## config.mk

```make
export PLATFORM = sky130hd
export DESIGN_NAME = rr_arb_mux_buffered
export DESIGN_NICKNAME = d
export VERILOG_FILES = /design/src/rtl/rr_arb_grant.sv /design/src/rtl/rr_arb_mux_buffered.sv
export SDC_FILE = /design/constraint.sdc
export NUM_CORES = 1
export LEC_CHECK = 0
export CORE_MARGIN = 5
export CORE_UTILIZATION = 30
export DETAILED_ROUTE_END_ITERATION = 6
export PLACE_DENSITY_LB_ADDON = 0.12
export SLEW_MARGIN = 5
export SYNTH_ARGS = -nofsm -noshare
export SYNTH_HDL_FRONTEND = slang
export SYNTH_SLANG_ARGS = --single-unit
```

## constraint.sdc

```tcl
create_clock -name CLK -period 2.12 [get_ports CLK]
set_input_delay 0.424 -clock CLK [delete_from_list [all_inputs] [get_ports CLK]]
set_output_delay 0.424 -clock CLK [all_outputs]
set_load 0.1 [all_outputs]
```

## src/rtl/rr_arb_grant.sv

```systemverilog
// rtl/rr_arb_grant.sv - round-robin one-hot grant search starting at rr_ptr
//
// Ports:
//   valid       in   [COUNT]     request vector
//   rr_ptr      in   [ID_WIDTH]  highest-priority requestor this cycle
//   enable      in   1           grants allowed (FIFO not full)
//   grant       out  [COUNT]     one-hot-or-zero grant
//   grant_idx   out  [ID_WIDTH]  encoded index of the granted requestor
//   grant_valid out  1           a grant was issued
module rr_arb_grant #(
  parameter int COUNT    = 4,
  parameter int ID_WIDTH = (COUNT > 1) ? $clog2(COUNT) : 1
) (
  input  logic [COUNT-1:0]    valid,
  input  logic [ID_WIDTH-1:0] rr_ptr,
  input  logic                enable,
  output logic [COUNT-1:0]    grant,
  output logic [ID_WIDTH-1:0] grant_idx,
  output logic                grant_valid
);

  logic [COUNT-1:0]   mask;
  logic [2*COUNT-1:0] dbl;
  logic               found;
  int                 idx;

  // The low half holds only requestors at or above rr_ptr, the high half
  // holds all of them; the first set bit of the doubled vector is therefore
  // the first requestor in rr_ptr, rr_ptr+1, ... wrapping order.
  always_comb begin
    mask = '0;
    for (int i = 0; i < COUNT; i++) begin
      mask[i] = (i >= int'(rr_ptr));
    end
    dbl   = {valid, valid & mask};
    found = 1'b0;
    idx   = 0;
    for (int j = 0; j < 2 * COUNT; j++) begin
      if (!found && dbl[j]) begin
        found = 1'b1;
        idx   = (j >= COUNT) ? j - COUNT : j;
      end
    end
    grant_valid = enable & found;
    grant_idx   = grant_valid ? ID_WIDTH'(idx) : '0;
    grant       = '0;
    for (int k = 0; k < COUNT; k++) begin
      grant[k] = grant_valid && (k == idx);
    end
  end

endmodule

```

## src/rtl/rr_arb_mux_buffered.sv

```systemverilog
// rtl/rr_arb_mux_buffered.sv - round-robin N:1 valid/ready mux feeding a DEPTH-entry FIFO
//
// Ports:
//   CLK                     in   1              clock, rising edge
//   nRST                    in   1              asynchronous active-low reset
//   req_valid_by_requestor  in   [COUNT]        requestor i has data
//   req_data_by_requestor   in   [COUNT][WIDTH] requestor i data
//   req_ready_by_requestor  out  [COUNT]        one-hot-or-zero grant
//   out_valid               out  1              FIFO head valid
//   out_data                out  [WIDTH]        FIFO head data
//   out_id                  out  [ID_WIDTH]     source requestor of FIFO head
//   out_ready               in   1              consumer takes head this cycle
//   occupancy               out  [OCC_WIDTH]    FIFO entry count
module rr_arb_mux_buffered #(
  parameter  int COUNT     = 4,
  parameter  int WIDTH     = 32,
  parameter  int DEPTH     = 2,
  localparam int ID_WIDTH  = (COUNT > 1) ? $clog2(COUNT) : 1,
  localparam int OCC_WIDTH = $clog2(DEPTH + 1)
) (
  input  logic                        CLK,
  input  logic                        nRST,
  input  logic [COUNT-1:0]            req_valid_by_requestor,
  input  logic [COUNT-1:0][WIDTH-1:0] req_data_by_requestor,
  output logic [COUNT-1:0]            req_ready_by_requestor,
  output logic                        out_valid,
  output logic [WIDTH-1:0]            out_data,
  output logic [ID_WIDTH-1:0]         out_id,
  input  logic                        out_ready,
  output logic [OCC_WIDTH-1:0]        occupancy
);

  localparam int PTR_WIDTH = (DEPTH > 1) ? $clog2(DEPTH) : 1;

  logic [ID_WIDTH-1:0]  rr_ptr_q, rr_ptr_d;
  logic [PTR_WIDTH-1:0] head_q, head_d;
  logic [PTR_WIDTH-1:0] tail_q, tail_d;
  logic [OCC_WIDTH-1:0] count_q, count_d;
  logic [WIDTH-1:0]     data_q [DEPTH];
  logic [WIDTH-1:0]     data_d [DEPTH];
  logic [ID_WIDTH-1:0]  id_q   [DEPTH];
  logic [ID_WIDTH-1:0]  id_d   [DEPTH];

  logic                 full;
  logic                 push;
  logic                 pop;
  logic [ID_WIDTH-1:0]  grant_idx;

  // Full blocks grants outright, so req_ready never depends on out_ready.
  assign full = (count_q == OCC_WIDTH'(DEPTH));
  assign pop  = (count_q != '0) && out_ready;

  rr_arb_grant #(
    .COUNT    (COUNT),
    .ID_WIDTH (ID_WIDTH)
  ) u_grant (
    .valid       (req_valid_by_requestor),
    .rr_ptr      (rr_ptr_q),
    .enable      (!full),
    .grant       (req_ready_by_requestor),
    .grant_idx   (grant_idx),
    .grant_valid (push)
  );

  always_comb begin
    rr_ptr_d = rr_ptr_q;
    head_d   = head_q;
    tail_d   = tail_q;
    count_d  = count_q;
    data_d   = data_q;
    id_d     = id_q;

    if (push) begin
      data_d[tail_q] = req_data_by_requestor[grant_idx];
      id_d[tail_q]   = grant_idx;
      tail_d   = (tail_q == PTR_WIDTH'(DEPTH - 1)) ? '0 : PTR_WIDTH'(tail_q + 1'b1);
      rr_ptr_d = (grant_idx == ID_WIDTH'(COUNT - 1)) ? '0 : ID_WIDTH'(grant_idx + 1'b1);
    end

    if (pop) begin
      head_d = (head_q == PTR_WIDTH'(DEPTH - 1)) ? '0 : PTR_WIDTH'(head_q + 1'b1);
    end

    case ({push, pop})
      2'b10:   count_d = OCC_WIDTH'(count_q + 1'b1);
      2'b01:   count_d = OCC_WIDTH'(count_q - 1'b1);
      default: count_d = count_q;
    endcase
  end

  always_ff @(posedge CLK or negedge nRST) begin
    if (!nRST) begin
      rr_ptr_q <= '0;
      head_q   <= '0;
      tail_q   <= '0;
      count_q  <= '0;
      for (int i = 0; i < DEPTH; i++) begin
        data_q[i] <= '0;
        id_q[i]   <= '0;
      end
    end else begin
      rr_ptr_q <= rr_ptr_d;
      head_q   <= head_d;
      tail_q   <= tail_d;
      count_q  <= count_d;
      data_q   <= data_d;
      id_q     <= id_d;
    end
  end

  assign out_valid = (count_q != '0);
  assign out_data  = data_q[head_q];
  assign out_id    = id_q[head_q];
  assign occupancy = count_q;

endmodule

```

Word-level counts from Yosys, hierarchy flattened
Index checks and enable logic that the tools add are counted.

storage, ports and cells
  bits in registers = 74
  bits of input ports = 135
  output and inout bits = 41

cells by class
  reduce and logical (&&, ||, !) cells = 24
  bitwise logic cells = 4
  mux-type cells = 34
  $lt $le $gt $ge = 7
  $add $sub $neg = 5
  equal/unequal tests = 7

operators with widths
  kind                 count
  $mux 32              5
  $bmux 32 s2          1
  $bwmux 64            1
  $demux 32 s1         1
  $logic_not 32->1     1
  $mux 2               12
  $logic_and 1x1->1    13
  $mux 1               11
  $logic_not 1->1      8
  $eq 2x2->1 const B   3
  $add 2x1->2 const B  2
  $and 4x4->4          1
  $bwmux 4             1
  $eq 2x2->1 const A   2
  $ge 1x2->1 const A   2
  $ge 2x2->1 const B   2
  $not 1->2            2
  $pmux 2 s2           1
  $reduce_bool 2->1    2
  $lt 2x3->1 const B   1
  $add 1x1->1 const B  2
  $demux 2 s1          1
  $eq 1x2->1 const A   1
  $eq 2x1->1 const B   1
  other kinds (4)      4

Depth between registers and ports, before layout
  depth after elaboration = 29
  mapped depth = 8
  depth with buffers taken out = 7

Cells and area by module
From an unflattened synthesis, not the netlist that was laid out.

second synthesis, totals
  cell total of the unflattened synthesis = 381
  area total of the unflattened synthesis = 4401.7 sq um

modules (own cells, without submodules)
  module               instances  cells an instance  area an instance (sq um)
  rr_arb_mux_buffered  1          361                4262.8
  rr_arb_grant         1          20                 138.9

Least setup slack after synthesis
No wires, ideal clock.

  path kind = register to output
  from = register count_q[0], in the netlist occupancy[0]
  to = output req_ready_by_requestor[0]
  setup slack = -1927 ps
  data arrival time = 3623 ps
  cell stages (with the launch flop) = 5
  data required time = 1696 ps
  path through = dfrtp_1 nor2b_1 nor2_1 clkinv_1 nor3_1

between the ends
  longest elaborated chain between the ends = 4

ends and longest elaborated chain
  what                    line                        source
  from (decl)             rr_arb_mux_buffered.sv:38   logic [OCC_WIDTH-1:0] count_q, count_d;
  from (signal assigned)  rr_arb_mux_buffered.sv:105  count_q <= count_d;
  $eq 2x2->1              rr_arb_mux_buffered.sv:50   assign full = (count_q == OCC_WIDTH'(DEPTH));
  $logic_not 1->1         rr_arb_mux_buffered.sv:59   .enable (!full),
  $and 1x1->1             rr_arb_grant.sv:44          grant_valid = enable & found;
  $logic_and 1x1->1       rr_arb_grant.sv:48          grant[k] = grant_valid && (k == idx);
  to (decl)               rr_arb_mux_buffered.sv:25   output logic [COUNT-1:0] req_ready_by_requestor,

Every way passes these cells.

Worst setup path after layout
  from = register rr_ptr_q[1]
  to = output req_ready_by_requestor[1]

between the ends
  longest elaborated chain between the ends = 26
  elaborated cells on any way between the ends = 36

ends and longest elaborated chain
  what                                              line                                    source
  from (decl)                                       rr_arb_mux_buffered.sv:35               logic [ID_WIDTH-1:0] rr_ptr_q, rr_ptr_d;
  from (signal assigned)                            rr_arb_mux_buffered.sv:102              rr_ptr_q <= rr_ptr_d;
  $ge 1x2->1                                        rr_arb_grant.sv:33                      mask[i] = (i >= int'(rr_ptr));
  $and 4x4->4 *                                     rr_arb_grant.sv:35                      dbl = {valid, valid & mask};
  $mux 1                                            rr_arb_grant.sv:39                      if (!found && dbl[j]) begin
  $logic_not 1->1                                   rr_arb_grant.sv:39
  $logic_and 1x1->1                                 rr_arb_grant.sv:39
  $mux 1                                            rr_arb_grant.sv:39
  $logic_not 1->1                                   rr_arb_grant.sv:39
  $logic_and 1x1->1                                 rr_arb_grant.sv:39
  [10 not listed]                                   -
  $logic_not 1->1                                   rr_arb_grant.sv:39
  $logic_and 1x1->1                                 rr_arb_grant.sv:39
  $mux 1                                            rr_arb_grant.sv:39
  $logic_not 1->1                                   rr_arb_grant.sv:39
  $logic_and 1x1->1                                 rr_arb_grant.sv:39
  $mux 2 / $mux 1 (equally long branches)           rr_arb_grant.sv:39
  $eq 1x2->1 / $and 1x1->1 (equally long branches)  rr_arb_grant.sv:48, rr_arb_grant.sv:44
  $logic_and 1x1->1 *                               rr_arb_grant.sv:48

Mark *: on every way between the ends. The rest lies on a longest branch, timed or not.

==> results.ini <==
[run_status]
status = complete, but fails checks
failed_checks = setup timing

[worst_setup_path]
worstPathMaxFanout = 4
slowest_stage = dfrtp_2
critPathKind = reg2out
worstPathRequired_ns = 1.70
r2r_start = rr_ptr_q[1]
start_kind = flop
r2r.worst_path.cells = 7
critPathCapture = req_ready_by_requestor[1]
critPathLaunch = rr_ptr_q[1]
cp_cell_sequence = buf_6 > a21oi_2 > o21a_1 > o22a_2 > buf_6 > nor2_4 > buf_12
max_stage_delay_ns = 0.44
regToRegSetupSlack_ns = 0.07
end_kind = output port
r2r-end = data_q[7]
critical-path-top-cell-by-count = buf_6
arrival_ns = 1.79

[yosys]
synthArstFlopShare = 1.00
synth_area_leader_cell = dfrtp_1
avgSynthCellArea_sq_um = 9.66
synthTopCellsByCount = nand2_1, dfrtp_1, o31ai_1, a211oi_2, mux2_2
yosysMostFrequentCell = nand2_1
seq_area_frac_synth = 0.385
ys_types = 39
ys_ff_latch = 74
ys_top_cells_by_area = dfrtp_1, a211oi_2, o31ai_1, mux2_2, nand2_1
synth_area_sq_mm = 0.00481
ys.flop_type = dfrtp_1
synth.yosys.warnings = 0
synth_fp_nets = 634
synth_top_area_share = 0.385
postSynthCellCount = 498
synth_edf_count = 0

[routing]
drt-met1-wl_microns = 7520
drt_iter0_markers = 228
wl_met3_microns = 1220
finalWirelength_microns = 16600
antenna_left = 0
wire_per_inst_microns = 18.5
vias = 4661
drt_pass1_iterations = 4
viasPerCell = 5.19
wl_met2_microns = 7640
drc = 0
top_layer_used = met4

[timing]
fin_ws_ns = -0.0976
whs_ns = 0.0857
clock.fmax_mhz = 451
hold_viol = 0
finalMaxSlewViolations = 0
rsz0062_at_grt = true
period_minus_slack_ns = 2.22
period_share = 1.05
relSlewSlack = 0.607
fin_skew_ns = 0.00481
worst_slew_pin_slew_ns = 0.590
finalSetupViolCount = 4

[final_layout]
antenna_cells = 0
layout.nets = 814
instances_no_fill = 898
regArea_sq_mm = 0.00186
finalInstanceArea_sq_mm = 0.00808
area_growth_pct = 67.9
final.fill_count = 1425
multi_input_area_sq_mm = 0.00294
drive_gt1_frac = 0.339

[cts]
clk_pin_slew_worst_paths_ns = 0.06
cts_buffer_depth = 2
cts_hold_repair.buffers = 0
cts_tree = built
cts-buffers-inserted = 9
cts.sinks = 74
clock_latency_ns = 0.33
cts_max_level = 3
root_buffer = clkbuf_16

[global_route]
antenna_found_initial = 0
grtUsageTotal = 0.179
grt_pass1_vias = 4978
grt_overflow = 0
grt_pass1_wl_microns = 26200
grt_max_degree = 44

[worst_hold_path]
hold_class = in2async

[floorplanning]
die_area_sq_mm = 0.0187
core-area_sq_mm = 0.0158
die_y_microns = 137
io_pins = 176
num_rows = 46
floorplan.initialDensity = 0.304
die_w_microns = 137

[place]
placed_area_sq_mm = 0.00749
gp_congestion = 0.777
dp_cells = 874
hpwl_microns = 11900
io_buffers = 175

[job]
maxCapViolations = 0

==> per-layer routing <==
metal,global-route usage,up-vias
met5,0,-
li1,-,2228
met3,0.0415,18
met2,0.283,156
met1,0.242,2259
met4,0.0560,0
==> metrics by stage <==
step            util  TNS [ns]  worst slack [ns]
6_report       0.511    -0.288           -0.0976
5_1_grt        0.511    -0.661            -0.179
4_1_cts        0.499    -0.320            -0.104
3_5_place_dp   0.473    -23.86            -0.443
3_3_place_gp   0.473    -22.85            -0.451
2_1_floorplan      -    -0.949            -0.293
==> worst max-delay path: cells and delay by family (launching register included) <==
kind	cells	cell delay, ns
buf+inv	3	0.43
flops	1	0.44
simple gates	1	0.09
compound gates	3	0.50
==> state kept, by name (all words and copies together), names as in the netlist <==
signal	flops
data_q	64
id_q	4
occupancy	2
rr_ptr_q	2
head_q	1
tail_q	1
==> worst min-delay path by stage <==
stage | from | endpoint | slack (ns) | cells after the start
after floorplan | nRST | data_q[0] | 0.13 | 0
after global placement | nRST | data_q[20] | 0.45 | 1
after detailed placement | nRST | data_q[20] | 0.46 | 1
after CTS | nRST | data_q[20] | 0.11 | 1
after global routing | nRST | data_q[20] | 0.13 | 1
final | nRST | data_q[20] | 0.09 | 1
==> area by class of cell <==
cell class,count,share of cell area
clock buffer,14,0.0352
clock inverter,1,0.000929
inverter,2,0.00155
multi-input combinational,368,0.364
sequential,74,0.230
tap,216,0.0334
timing repair buffer,223,0.335
==> what timing repair did <==
| item | 4_1_cts | 5_1_grt |
|---|---|---|
| pin swaps | 10 | 7 |
| hold endpoints to repair | 0 | 0 |
| setup buffers | 9 | 0 |
| gates cloned | 0 | 1 |
| gates resized for setup | 18 | 30 |
| endpoints found under the setup margin | 25 | 47 |
==> cells by family (layout without fill, tap and decap cells) <==
| kind of cell | count (synthesis) | in the layout | synth area share |
|---|---|---|---|
| AND/OR/NAND/NOR | 187 | 187 | 0.204 |
| buffers and inverters | 56 | 240 | 0.0590 |
| AO/OA/AOI/OAI | 139 | 139 | 0.257 |
| multiplexers | 36 | 36 | 0.0837 |
| flip-flops | 74 | 74 | 0.385 |
| adder cells (fa/ha/maj) | 1 | 1 | 0.00260 |
| XOR/XNOR | 5 | 5 | 0.00910 |
==> placed cells by master, fill, tap and decap left out, types with 2 or more instances in the layout <==
cell             synthesis  layout
nor3_4                   0       3
clkbuf_8                 0       4
dfrtp_2                  0       2
buf_4                    3      25
o21ai_0                  2       2
clkdlybuf4s50_1          0     129
a211oi_4                 0       4
dlygate4sd2_1            0       4
nor4b_1                 25      25
o31ai_1                 62      61
xor2_1                   2       2
mux2_2                  34      34
a21o_1                   2       2
dfrtp_4                  0       2
nor2_4                   0       5
nor2_1                  11       6
nor3_1                  33      31
and2_1                   2       2
xnor2_1                  3       3
nor4b_2                  7       7
nand2_2                  0       3
clkbuf_16                0      10
dfrtp_1                 74      70
nand2_1                101      98
buf_6                    6      13
buf_12                   0      51
a211oi_1                25       6
a211oi_2                38      53
Power is not shown: default switching activity piles up to over one toggle a cycle in this logic, so the estimate is an artifact.
